[src/rtl/if_fetch.sv]
// Instruction-fetch stage: arbitrates the shared SRAM against MEM, runs a
// timed read handshake and presents instruction/PC/delay-slot to ID.
module if_fetch #(
   parameter int unsigned TIMEOUT  = 8,
   parameter logic [15:0] NOP_INST = 16'h0800
) (
   input  logic        clk,
   input  logic        rst,
   input  logic [15:0] pc_i,
   input  logic        ce_i,
   input  logic        in_delay_slot_i,
   input  logic [5:0]  stall,
   input  logic        flush_i,
   input  logic        mem_req_i,
   output logic        ram_rd_o,
   output logic [15:0] ram_addr_o,
   input  logic [15:0] ram_data_i,
   input  logic        ram_ready_i,
   output logic        stallreq_o,
   output logic [15:0] if_pc_o,
   output logic [15:0] if_inst_o,
   output logic        if_in_delay_slot_o,
   output logic        if_valid_o,
   output logic        if_fetch_err_o
);

   typedef enum logic [1:0] {IDLE, FETCH, WAIT_ID} state_t;

   state_t      state_q, state_d;
   logic [15:0] fetch_pc_q, fetch_pc_d;
   logic        fetch_ds_q, fetch_ds_d;
   logic [7:0]  tmo_cnt_q, tmo_cnt_d;
   logic [15:0] hb_inst_q, hb_inst_d, hb_pc_q, hb_pc_d;
   logic        hb_ds_q, hb_ds_d, hb_err_q, hb_err_d;
   logic        ram_rd_q, ram_rd_d;
   logic [15:0] ram_addr_q, ram_addr_d;
   logic [15:0] if_pc_q, if_pc_d, if_inst_q, if_inst_d;
   logic        if_ds_q, if_ds_d, if_valid_q, if_valid_d, if_err_q, if_err_d;

   logic        id_stop, tmo_hit, fetch_done, complete, done_err;
   logic [15:0] done_inst;
   logic        unused_stall;

   assign id_stop      = stall[1];
   assign unused_stall = ^{stall[5:2], stall[0]};

   always_comb begin
      tmo_hit    = (tmo_cnt_q == 8'(TIMEOUT - 1));
      fetch_done = (state_q == FETCH) && (ram_ready_i || tmo_hit);
      // A flush in the completing cycle discards the returned data.
      complete   = fetch_done && !flush_i;
      done_inst  = ram_ready_i ? ram_data_i : NOP_INST;
      done_err   = !ram_ready_i;
   end

   always_comb begin
      state_d    = state_q;
      fetch_pc_d = fetch_pc_q;
      fetch_ds_d = fetch_ds_q;
      tmo_cnt_d  = tmo_cnt_q;
      hb_inst_d  = hb_inst_q;
      hb_pc_d    = hb_pc_q;
      hb_ds_d    = hb_ds_q;
      hb_err_d   = hb_err_q;
      if_pc_d    = if_pc_q;
      if_inst_d  = if_inst_q;
      if_ds_d    = if_ds_q;
      if_valid_d = if_valid_q;
      if_err_d   = if_err_q;
      ram_addr_d = ram_addr_q;

      if (flush_i) begin
         state_d    = IDLE;
         hb_inst_d  = NOP_INST;
         hb_ds_d    = 1'b0;
         hb_err_d   = 1'b0;
         if_inst_d  = NOP_INST;
         if_ds_d    = 1'b0;
         if_valid_d = 1'b0;
         if_err_d   = 1'b0;
      end else begin
         case (state_q)
            IDLE: begin
               if (ce_i && !mem_req_i) begin
                  fetch_pc_d = pc_i;
                  fetch_ds_d = in_delay_slot_i;
                  tmo_cnt_d  = 8'd0;
                  state_d    = FETCH;
               end
            end
            FETCH: begin
               if (fetch_done) begin
                  if (id_stop) begin
                     hb_inst_d = done_inst;
                     hb_pc_d   = fetch_pc_q;
                     hb_ds_d   = fetch_ds_q;
                     hb_err_d  = done_err;
                     state_d   = WAIT_ID;
                  end else begin
                     state_d   = IDLE;
                  end
               end else begin
                  tmo_cnt_d = tmo_cnt_q + 8'd1;
               end
            end
            WAIT_ID: if (!id_stop) state_d = IDLE;
            default: state_d = IDLE;
         endcase

         if (!id_stop) begin
            if (complete) begin
               if_pc_d    = fetch_pc_q;
               if_inst_d  = done_inst;
               if_ds_d    = fetch_ds_q;
               if_valid_d = 1'b1;
               if_err_d   = done_err;
            end else if (state_q == WAIT_ID) begin
               if_pc_d    = hb_pc_q;
               if_inst_d  = hb_inst_q;
               if_ds_d    = hb_ds_q;
               if_valid_d = 1'b1;
               if_err_d   = hb_err_q;
            end else begin
               if_inst_d  = NOP_INST;
               if_ds_d    = 1'b0;
               if_valid_d = 1'b0;
               if_err_d   = 1'b0;
            end
         end
      end

      ram_rd_d = (state_d == FETCH);
      if (state_d == FETCH) ram_addr_d = fetch_pc_d;
   end

   always_comb begin
      stallreq_o = 1'b0;
      case (state_q)
         IDLE:    stallreq_o = ce_i && !flush_i;
         FETCH:   stallreq_o = !complete;
         default: stallreq_o = 1'b0;
      endcase
      if (rst) stallreq_o = 1'b0;
   end

   always_ff @(posedge clk) begin
      if (rst) begin
         state_q    <= IDLE;
         fetch_pc_q <= 16'd0;
         fetch_ds_q <= 1'b0;
         tmo_cnt_q  <= 8'd0;
         hb_inst_q  <= NOP_INST;
         hb_pc_q    <= 16'd0;
         hb_ds_q    <= 1'b0;
         hb_err_q   <= 1'b0;
         ram_rd_q   <= 1'b0;
         ram_addr_q <= 16'd0;
         if_pc_q    <= 16'd0;
         if_inst_q  <= NOP_INST;
         if_ds_q    <= 1'b0;
         if_valid_q <= 1'b0;
         if_err_q   <= 1'b0;
      end else begin
         state_q    <= state_d;
         fetch_pc_q <= fetch_pc_d;
         fetch_ds_q <= fetch_ds_d;
         tmo_cnt_q  <= tmo_cnt_d;
         hb_inst_q  <= hb_inst_d;
         hb_pc_q    <= hb_pc_d;
         hb_ds_q    <= hb_ds_d;
         hb_err_q   <= hb_err_d;
         ram_rd_q   <= ram_rd_d;
         ram_addr_q <= ram_addr_d;
         if_pc_q    <= if_pc_d;
         if_inst_q  <= if_inst_d;
         if_ds_q    <= if_ds_d;
         if_valid_q <= if_valid_d;
         if_err_q   <= if_err_d;
      end
   end

   assign ram_rd_o           = ram_rd_q;
   assign ram_addr_o         = ram_addr_q;
   assign if_pc_o            = if_pc_q;
   assign if_inst_o          = if_inst_q;
   assign if_in_delay_slot_o = if_ds_q;
   assign if_valid_o         = if_valid_q;
   assign if_fetch_err_o     = if_err_q;

endmodule

[config.mk]
export PLATFORM = sky130hd
export DESIGN_NAME = if_fetch
export DESIGN_NICKNAME = d
export VERILOG_FILES = /design/src/rtl/if_fetch.sv
export SDC_FILE = /design/constraint.sdc
export NUM_CORES = 1
export LEC_CHECK = 0
export BUFFER_PORTS_ARGS = -buffer_cell sky130_fd_sc_hd__buf_2
export CORE_MARGIN = 1
export CORE_UTILIZATION = 50
export DETAILED_ROUTE_END_ITERATION = 8
export MAX_ROUTING_LAYER = met4
export PLACE_DENSITY = 0.74
export SLEW_MARGIN = 15
export SYNTH_ARGS = -nofsm -noshare
export SYNTH_HDL_FRONTEND = slang
export SYNTH_SLANG_ARGS = --single-unit
[constraint.sdc]
create_clock -name clk -period 2.1 [get_ports clk]
set_clock_uncertainty 0.05 [all_clocks]
set_input_delay 0 -clock clk [delete_from_list [all_inputs] [get_ports clk]]
set_output_delay 0 -clock clk [all_outputs]
set_load 0.01 [all_outputs]
* Yosys cells after proc, flatten, opt, wreduce, memory -nomap -nowiden *
Index checks and enable logic that the tools add are counted.

operators by class
  add/sub/neg operators = 1
  multipliers = 0
  divide/modulo/power cells = 0
  $lt $le $gt $ge = 0
  equal/unequal tests = 6
  shift-type cells = 0
  mux-type cells = 25
  bitwise operators = 2
  reduce and logical (&&, ||, !) cells = 18

operator list
  kind                 number
  $mux 16              8
  $mux 8               2
  $pmux 8 s2           1
  $mux 2               5
  $reduce_and 3->1     3
  $add 8x1->8 const B  1
  $eq 8x3->1 const B   1
  $reduce_and 4->1     2
  $mux 1               7
  $pmux 2 s3           1
  $eq 2x1->1 const B   2
  $logic_and 1x1->1    4
  $logic_not 1->1      4
  $ne 2x2->1 const B   2
  $reduce_bool 2->1    2
  $eq 2x2->1 const B   1
  $logic_not 2->1      1
  $not 1->1            2
  $pmux 1 s2           1
  $reduce_or 2->1      1
  $logic_or 1x1->1     1

storage, ports and cells
  flip-flop bits (word level) = 113
  bits in latches = 0
  bits in writable memories = 0
  memory bits (read-only) = 0
  input bits = 45
  output and inout port bits = 53
  word-level logic and storage cells = 67
  memories = 0

* Longest topological paths before layout *
Gate-level depths: netlist of the first run.

  depth after elaboration = 7
  depth in mapped cells = 7
  depth with buffers taken out = 5

* Worst setup path before layout of the first run *
No wires, ideal clock.

  path type = register to register
  start = register tmo_cnt_q[0]
  end = register if_inst_q[10], in the netlist if_inst_o[10]
  library setup time = 0.103 ns
  arrival time = 1.833 ns
  required time = 1.947 ns
  slack = 0.113 ns
  cell stages (with the launch flop) = 7
  cells stage by stage = dfxtp_1 > ha_1 > nor4b_4 > a211oi_1 > a211o_1 > buf_6 > a2111oi_2

on the way
  word-level cells in the longest chain between the ends = 5

ends and longest elaborated chain
  item                      RTL line  source
  start: declaration        32        logic [7:0] tmo_cnt_q, tmo_cnt_d;
  start signal: assignment  167       tmo_cnt_q <= tmo_cnt_d;
  $eq 8x3->1                48        tmo_hit = (tmo_cnt_q == 8'(TIMEOUT - 1));
  $logic_or 1x1->1          49        fetch_done = (state_q == FETCH) && (ram_ready_i || tmo_hit);
  $logic_and 1x1->1         49
  $logic_and 1x1->1         51        complete = fetch_done && !flush_i;
  $mux 16                   111       if (complete) begin
  end signal: assignment    175       if_inst_q <= if_inst_d;
  end: declaration          37        logic [15:0] if_pc_q, if_pc_d, if_inst_q, if_inst_d;

Every way passes these cells.
A chain may end at the register's enable or synchronous reset.

* Final worst setup path of the first run *
  start = register tmo_cnt_q[1]
  end = output stallreq_o

on the way
  word-level cells in the longest chain between the ends = 7

ends and longest elaborated chain
  item               RTL line  source
  $eq 8x3->1         48
  $logic_or 1x1->1   49
  $logic_and 1x1->1  49
  $logic_and 1x1->1  51
  $logic_not 1->1    140       FETCH: stallreq_o = !complete;
  $pmux 1 s2         138       case (state_q)
  $mux 1             143       if (rst) stallreq_o = 1'b0;
  end: declaration   19        output logic stallreq_o,

Every way passes these cells.

==> metrics.log, run 1 <==
[metrics] type of the most critical hold path: input pin to flop
[metrics] number of distinct standard cells referenced by the synthesized netlist: 47
[metrics] pre-CTS WS: -163 ps
[metrics] async set-or-reset flop fraction in the synthesized netlist: 0%
[metrics] startpoint type of the worst setup path: flop
[metrics] number of placed cells counting well taps: approximately 730
[metrics] CTS tree: built
[metrics] source-to-sink clock delay at the later pin of the worst-skew pair: roughly 520 ps
[metrics] count of flip-flops with a built-in enable after synthesis: 0
[metrics] critical path peak fanout: 6
[metrics] sinks on the clock net: ~110
[metrics] Total Routing Usage GR: roughly 28%
[metrics] setup repair after global routing missed its margin: yes
[metrics] CP Capture Type: output pin
[metrics] antenna viol nets, final: 0
[metrics] buffers and inverters on the worst path: 2
[metrics] synthesis-stage register bit count: ~110
[metrics] final HPWL from detailed placement: between 7 and 8 mm
[metrics] Leak: ~2.5 nW
[metrics] total count of hold-check failures in the final report: 0
[metrics] post-layout instance area: slightly below 0.007 mm²
[metrics] worst slew margin relative to its limit: about 42%
[metrics] commonest cells after routing, fill and taps aside: 110 x sky130_fd_sc_hd__dfxtp_1, 92 x sky130_fd_sc_hd__buf_2, 42 x sky130_fd_sc_hd__nand2_1
[metrics] final standard cell count with taps included and fillers excluded: around 810
[metrics] data arrival time of the critical path: roughly 2000 ps
[metrics] number of instances in the synthesized netlist: between 500 and 600
[metrics] maximum level of the CTS H-tree: 4
[metrics] number of design-rule violations left by the first detailed-router iteration: around 370
[metrics] predominant post-synthesis flop cell: sky130_fd_sc_hd__dfxtp_1
[metrics] switching portion of total power: between 20% and 30%
[metrics] total CTS buffers: 17
[metrics] mean cell area of the mapped netlist: about 9.4 µm²
[metrics] DIE AREA: approximately 0.010 mm²
[metrics] number of optimization iterations in the first detailed-route pass: 5
[metrics] routed vias/inst: about 6.0
[metrics] stage delay of the slowest cell on the critical path: around 340 ps
[metrics] category of cells accounting for the largest share of critical-path delay: compound AO/OA/AOI/OAI gates
[metrics] Clk pwr share: 53.2%
[metrics] most common cell after layout, fill and taps aside: sky130_fd_sc_hd__dfxtp_1
[metrics] Warnings, synthesis: 0
[metrics] type of the worst setup path: flop to output pin
[metrics] multi-input gate area in the final layout: roughly 0.0025 mm²
[metrics] Logic pwr share: under 10%
[metrics] switching power of the nets: between 0.001 and 0.0015 W
[metrics] standard cell core area: 0.00973 mm²
[metrics] final worst slack: 79.8 ps
[metrics] number of filler instances in the final layout: between 700 and 800
[metrics] data required time of the worst path: 2050 ps
[metrics] number of max-cap violations: 0
[metrics] number of buffers between clock root and the deepest sink: 2
[metrics] area of placed instances: 0.00564 mm²
[metrics] crit path cell chain: ha_4 -> nor4b_4 -> buf_6 -> a21oi_4 -> o21ai_4 -> a211oi_2 -> buf_2
[metrics] nets@finish: between 700 and 800
[metrics] sequential fraction of the synthesis area: 45.4%
[metrics] count of pins over their slew limit: 0
[metrics] vias in the first global route: 4582
[metrics] clock transition at the register clock pins on the worst setup and hold paths after CTS: approximately 60 ps
[metrics] area growth from synthesis to layout: 36.2%
[metrics] run status: complete, no violations
[metrics] top-level I/O count: just under 100
[metrics] Die W: just over 100 µm
[metrics] footprint of the flip-flops and latches: roughly 0.0023 mm²
[metrics] design internal power: 0.00420 W
[metrics] proportion of layout cells with a drive suffix above 1: 33.6%
[metrics] starting density of the core: between 50% and 60%
[metrics] die height: 102 µm
[metrics] detailed-route via count: a little under 5000
[metrics] DRC violations left: 0
[metrics] power density cells: ~800 mW/mm²
[metrics] post-route minimum period: about 2000 ps
[metrics] Slowest-stage cell, CP: sky130_fd_sc_hd__dfxtp_2
[metrics] Sequential Power Share: ~40%
[metrics] last weighted congestion value of the routability-driven placer: around 0.85
[metrics] worst slew pin tran: 863 ps
[metrics] wire length of the first global-routing pass: roughly 22 mm
[metrics] clock root buffer: sky130_fd_sc_hd__clkbuf_8
[metrics] IO Port Bufs: 92
[metrics] setup-violating endpoint count in the final report: 0
[metrics] Fmax achieved: roughly 490 MHz
[metrics] Max rail drop VDD: between 0.0005 and 0.0006 V
[metrics] number of antenna violations at the first check in global routing: 0
[metrics] DRT Wirelength: 13.8 mm
[metrics] per-cell routed wire length: around 17 µm
[metrics] final worst-path cycle share: 96.2%
[metrics] number of rows in the core area: 36
[metrics] global-route congestion overflow total: 0
[metrics] cell area after technology mapping: 0.00498 mm²
[metrics] aggregate negative setup slack: 0 ps
[metrics] Syn Nets: approximately 580
[metrics] antenna diode count: 0
[metrics] largest net degree at the start of global routing: 73
[metrics] overall power consumption: between 0.005 and 0.006 W
-- kinds of logic after synthesis --
kind of cell    share of synthesized area (%)
buf+inv                                  6.63
fa+ha+maj                               0.251
mux                                      4.02
compound gates                           30.6
flops                                    45.4
simple gates                             13.1
-- tightest hold or removal path: stages --
cell,delay [ps]
sky130_fd_sc_hd__buf_2,120
sky130_fd_sc_hd__nor4b_2,160
sky130_fd_sc_hd__nand2_2,200
sky130_fd_sc_hd__a21oi_1,90
-- final timing paths --
check / slack [ps] / to / startpoint / cells after the start
worst max-delay path: 80 / stallreq_o / tmo_cnt_q[1] / 7
worst min-delay path: 60 / state_q[0] / ce_i / 4
worst max register to register: 110 / ram_addr_o[5] / state_q[0] / 6
worst min register to register: 410 / if_valid_o / if_valid_o / 2
-- per-layer routing --
metal	up-vias	part of all wire, %	GRT usage [%]
met5	-	0	-
met4	0	2.7	13.0
met3	33	3.8	5.54
met2	150	50	46.6
met1	2355	43	33.7
li1	2308	-	-
-- synthesized netlist by cell type, types with 17 or more instances --
master | count | area, µm²
sky130_fd_sc_hd__nor3_1 | 17 | 85.1
sky130_fd_sc_hd__nor2_1 | 21 | 78.8
sky130_fd_sc_hd__a31o_2 | 17 | 149
sky130_fd_sc_hd__mux2i_1 | 20 | 200
sky130_fd_sc_hd__o21ai_0 | 20 | 100
sky130_fd_sc_hd__a211oi_1 | 34 | 255
sky130_fd_sc_hd__dfxtp_1 | 113 | 2260
sky130_fd_sc_hd__inv_1 | 21 | 78.8
sky130_fd_sc_hd__clkbuf_1 | 35 | 131
sky130_fd_sc_hd__nand2_1 | 43 | 161
sky130_fd_sc_hd__nand3_1 | 22 | 110
sky130_fd_sc_hd__a21oi_1 | 31 | 155
-- state kept, by name (all words and copies together), names as in the netlist, 2 cells and up --
| signal | count |
|---|---|
| if_pc_o | 16 |
| if_inst_o | 16 |
| ram_addr_o | 16 |
| hb_pc_q | 16 |
| tmo_cnt_q | 8 |
| state_q | 2 |
| fetch_pc_q | 16 |
| hb_inst_q | 16 |
-- repair_timing --
| action | 4_1_cts | 5_1_grt |
|---|---|---|
| resized for setup | 7 | 20 |
| hold buffers | 37 | 1 |
| setup endpoints to repair | 34 | 51 |
| cloned | 1 | 0 |
| pin swaps | 0 | 2 |
| hold endpoints to repair | 70 | 2 |
| buffers inserted | 0 | 7 |
-- through the flow --
stage	util [%]	hold slack [ps]
2_1_floorplan	-	86.0
3_5_place_dp	57.9	204
4_1_cts	68.5	59.3
3_3_place_gp	57.9	202
6_report	69.8	57.2
5_1_grt	69.8	102
-- cell type report --
type                            instances  area share [%]
Tap cell                              133            2.45
Sequential cell                       113            33.4
Multi-Input combinational cell        343            36.7
Clock buffer                           17            6.10
Clock inverter                         15            2.86
Timing Repair Buffer                  164            17.4
Inverter                               21            1.16
-- power by group through the flow --
stage          clock (W)  sequential [W]  combinational (W)
2_1_floorplan          0         0.00225           0.000192
3_3_place_gp           0         0.00225           0.000320
3_5_place_dp           0         0.00225           0.000327
4_1_cts          0.00298         0.00220           0.000392
5_1_grt          0.00309         0.00221           0.000444
6_report         0.00297         0.00220           0.000410
(Power assumes the default switching activity.)
==> run 2: changes to the inputs <==
--- a/config.mk
+++ b/config.mk
@@ -11,6 +11,7 @@
 export DETAILED_ROUTE_END_ITERATION = 8
 export MAX_ROUTING_LAYER = met4
 export PLACE_DENSITY = 0.74
+export SETUP_SLACK_MARGIN = 0.1
 export SLEW_MARGIN = 15
 export SYNTH_ARGS = -nofsm -noshare
 export SYNTH_HDL_FRONTEND = slang
==> metrics.log, run 2 (synthesized netlist as in run 1, its figures left out) <==
[metrics] top-level I/O count: a little under 100
[metrics] global-route congestion overflow total: 0
[metrics] maximum level of the CTS H-tree: 4
[metrics] Worst Min Path Start: ce_i
[metrics] antenna diode count: 0
[metrics] proportion of layout cells with a drive suffix above 1: between 30% and 40%
[metrics] final HPWL from detailed placement: roughly 8.0 mm
[metrics] total CTS buffers: 17
[metrics] final worst-path cycle share: 98.1%
[metrics] clock transition at the register clock pins on the worst setup and hold paths after CTS: around 60 ps
[metrics] Fmax achieved: 486 MHz
[metrics] routed vias/inst: slightly above 6
[metrics] setup repair after global routing missed its margin: yes
[metrics] count of pins over their slew limit: 0
[metrics] type of the worst setup path: flop to output pin
[metrics] sinks on the clock net: 113
[metrics] CTS tree: built
[metrics] detailed-route via count: 4907
[metrics] last weighted congestion value of the routability-driven placer: ~0.85
[metrics] source-to-sink clock delay at the later pin of the worst-skew pair: approximately 510 ps
[metrics] clock root buffer: sky130_fd_sc_hd__clkbuf_8
[metrics] Leak: 2.55 nW
[metrics] post-layout util: slightly above 70%
[metrics] number of optimization iterations in the first detailed-route pass: 5
[metrics] number of design-rule violations left by the first detailed-router iteration: roughly 450
[metrics] number of buffers between clock root and the deepest sink: 2
[metrics] post-layout instance area: 0.00706 mm²
[metrics] Die W: between 100 and 150 µm
[metrics] nets@finish: ~710
[metrics] total count of hold-check failures in the final report: 0
[metrics] number of rows in the core area: 36
[metrics] worst slew pin tran: approximately 1200 ps
[metrics] Total Routing Usage GR: between 20% and 30%
[metrics] per-cell routed wire length: 18.2 µm
[metrics] Reg-to-Reg Start: tmo_cnt_q[1]
[metrics] power density cells: around 800 mW/mm²
[metrics] area of placed instances: around 0.0056 mm²
[metrics] standard cell core area: 0.00973 mm²
[metrics] critical path peak fanout: 5
[metrics] Critical Path Start: tmo_cnt_q[1]
[metrics] number of max-cap violations: 0
[metrics] starting density of the core: approximately 50%
[metrics] post-route minimum period: roughly 2100 ps
[metrics] IO Port Bufs: between 90 and 100
[metrics] data required time of the worst path: 2050 ps
[metrics] setup-violating endpoint count in the final report: 0
[metrics] DRT Wirelength: about 15 mm
[metrics] most common cell after layout, fill and taps aside: sky130_fd_sc_hd__dfxtp_1
[metrics] number of antenna violations at the first check in global routing: 0
[metrics] type of the most critical hold path: input pin to flop
[metrics] wire length of the first global-routing pass: 22.1 mm
[metrics] largest net degree at the start of global routing: 73
[metrics] DRC violations left: 0
[metrics] startpoint type of the worst setup path: flop
[metrics] run status: complete, no violations
[metrics] Max rail drop VDD: 0.000521 V
[metrics] die height: 102 µm
[metrics] CP Capture Type: output pin
[metrics] DIE AREA: around 0.010 mm²
[metrics] antenna viol nets, final: 0
[metrics] data arrival time of the critical path: roughly 2000 ps
[metrics] worst slew margin relative to its limit: 23.0%
[metrics] area growth from synthesis to layout: 41.7%
[metrics] vias in the first global route: 4560
[metrics] commonest cells after routing, fill and taps aside: 110 x sky130_fd_sc_hd__dfxtp_1, 92 x sky130_fd_sc_hd__buf_2, 42 x sky130_fd_sc_hd__nand2_1
## run 2: worst max-delay path: stages, from the launching register on
cell and delay [ps]:
sky130_fd_sc_hd__dfxtp_2 340, sky130_fd_sc_hd__ha_4 160, sky130_fd_sc_hd__nor4b_4 130, sky130_fd_sc_hd__buf_6 140, sky130_fd_sc_hd__a21oi_4 160, sky130_fd_sc_hd__buf_12 130, sky130_fd_sc_hd__o21ai_4 50, sky130_fd_sc_hd__a211oi_2 230
sky130_fd_sc_hd__buf_2 170
## run 2: worst paths after layout
check	endpoint	slack (ps)	depth (start not counted)
worst max register to register	if_inst_o[14]	50	7
worst min-delay path	state_q[0]	60	4
worst max-delay path	stallreq_o	40	8
worst min register to register	if_valid_o	410	2
## run 2: power breakdown
| group | leakage [nW] | internal (W) | switching (W) |
|---|---|---|---|
| Clock | 0.296 | 0.00184 | 0.00113 |
| Sequential | 0.915 | 0.00218 | 0.0000270 |
| Combinational | 1.34 | 0.000191 | 0.000249 |
## run 2: timing repair
item	4_1_cts	5_1_grt
pin swaps	0	2
setup buffers	0	6
endpoints found under the setup margin	52	77
gates cloned	1	2
hold buffers	37	1
gates resized for setup	8	49
hold endpoints to repair	70	2
## run 2: metrics by stage
step	std cells	TNS [ps]	hold slack [ps]	power, W	setup WS, ps
after floorplan	532	0	86.0	0.00244	113
after global placement	729	-1070	202	0.00257	-68.1
after detailed placement	729	-2590	204	0.00258	-163
final	808	0	59.0	0.00562	40.5
after global routing	808	-459	104	0.00578	-74.6
after CTS	799	-147	59.3	0.00557	-147
## run 2: cell type report
| cell class | instances | area, µm² |
|---|---|---|
| clock buffer | 17 | 414 |
| clock inverter | 15 | 194 |
| fill | 669 | 2670 |
| inverter | 21 | 78.8 |
| multi-input combinational | 343 | 2700 |
| sequential | 113 | 2270 |
| tap | 133 | 166 |
| timing repair buffer | 166 | 1240 |
## run 2: per-layer routing
layer | part of all wire (%) | global-route usage [%]
met5 | 0 | -
met4 | 2.7 | 11.6
met3 | 5.2 | 5.34
met2 | 49 | 47.3
met1 | 43 | 33.6
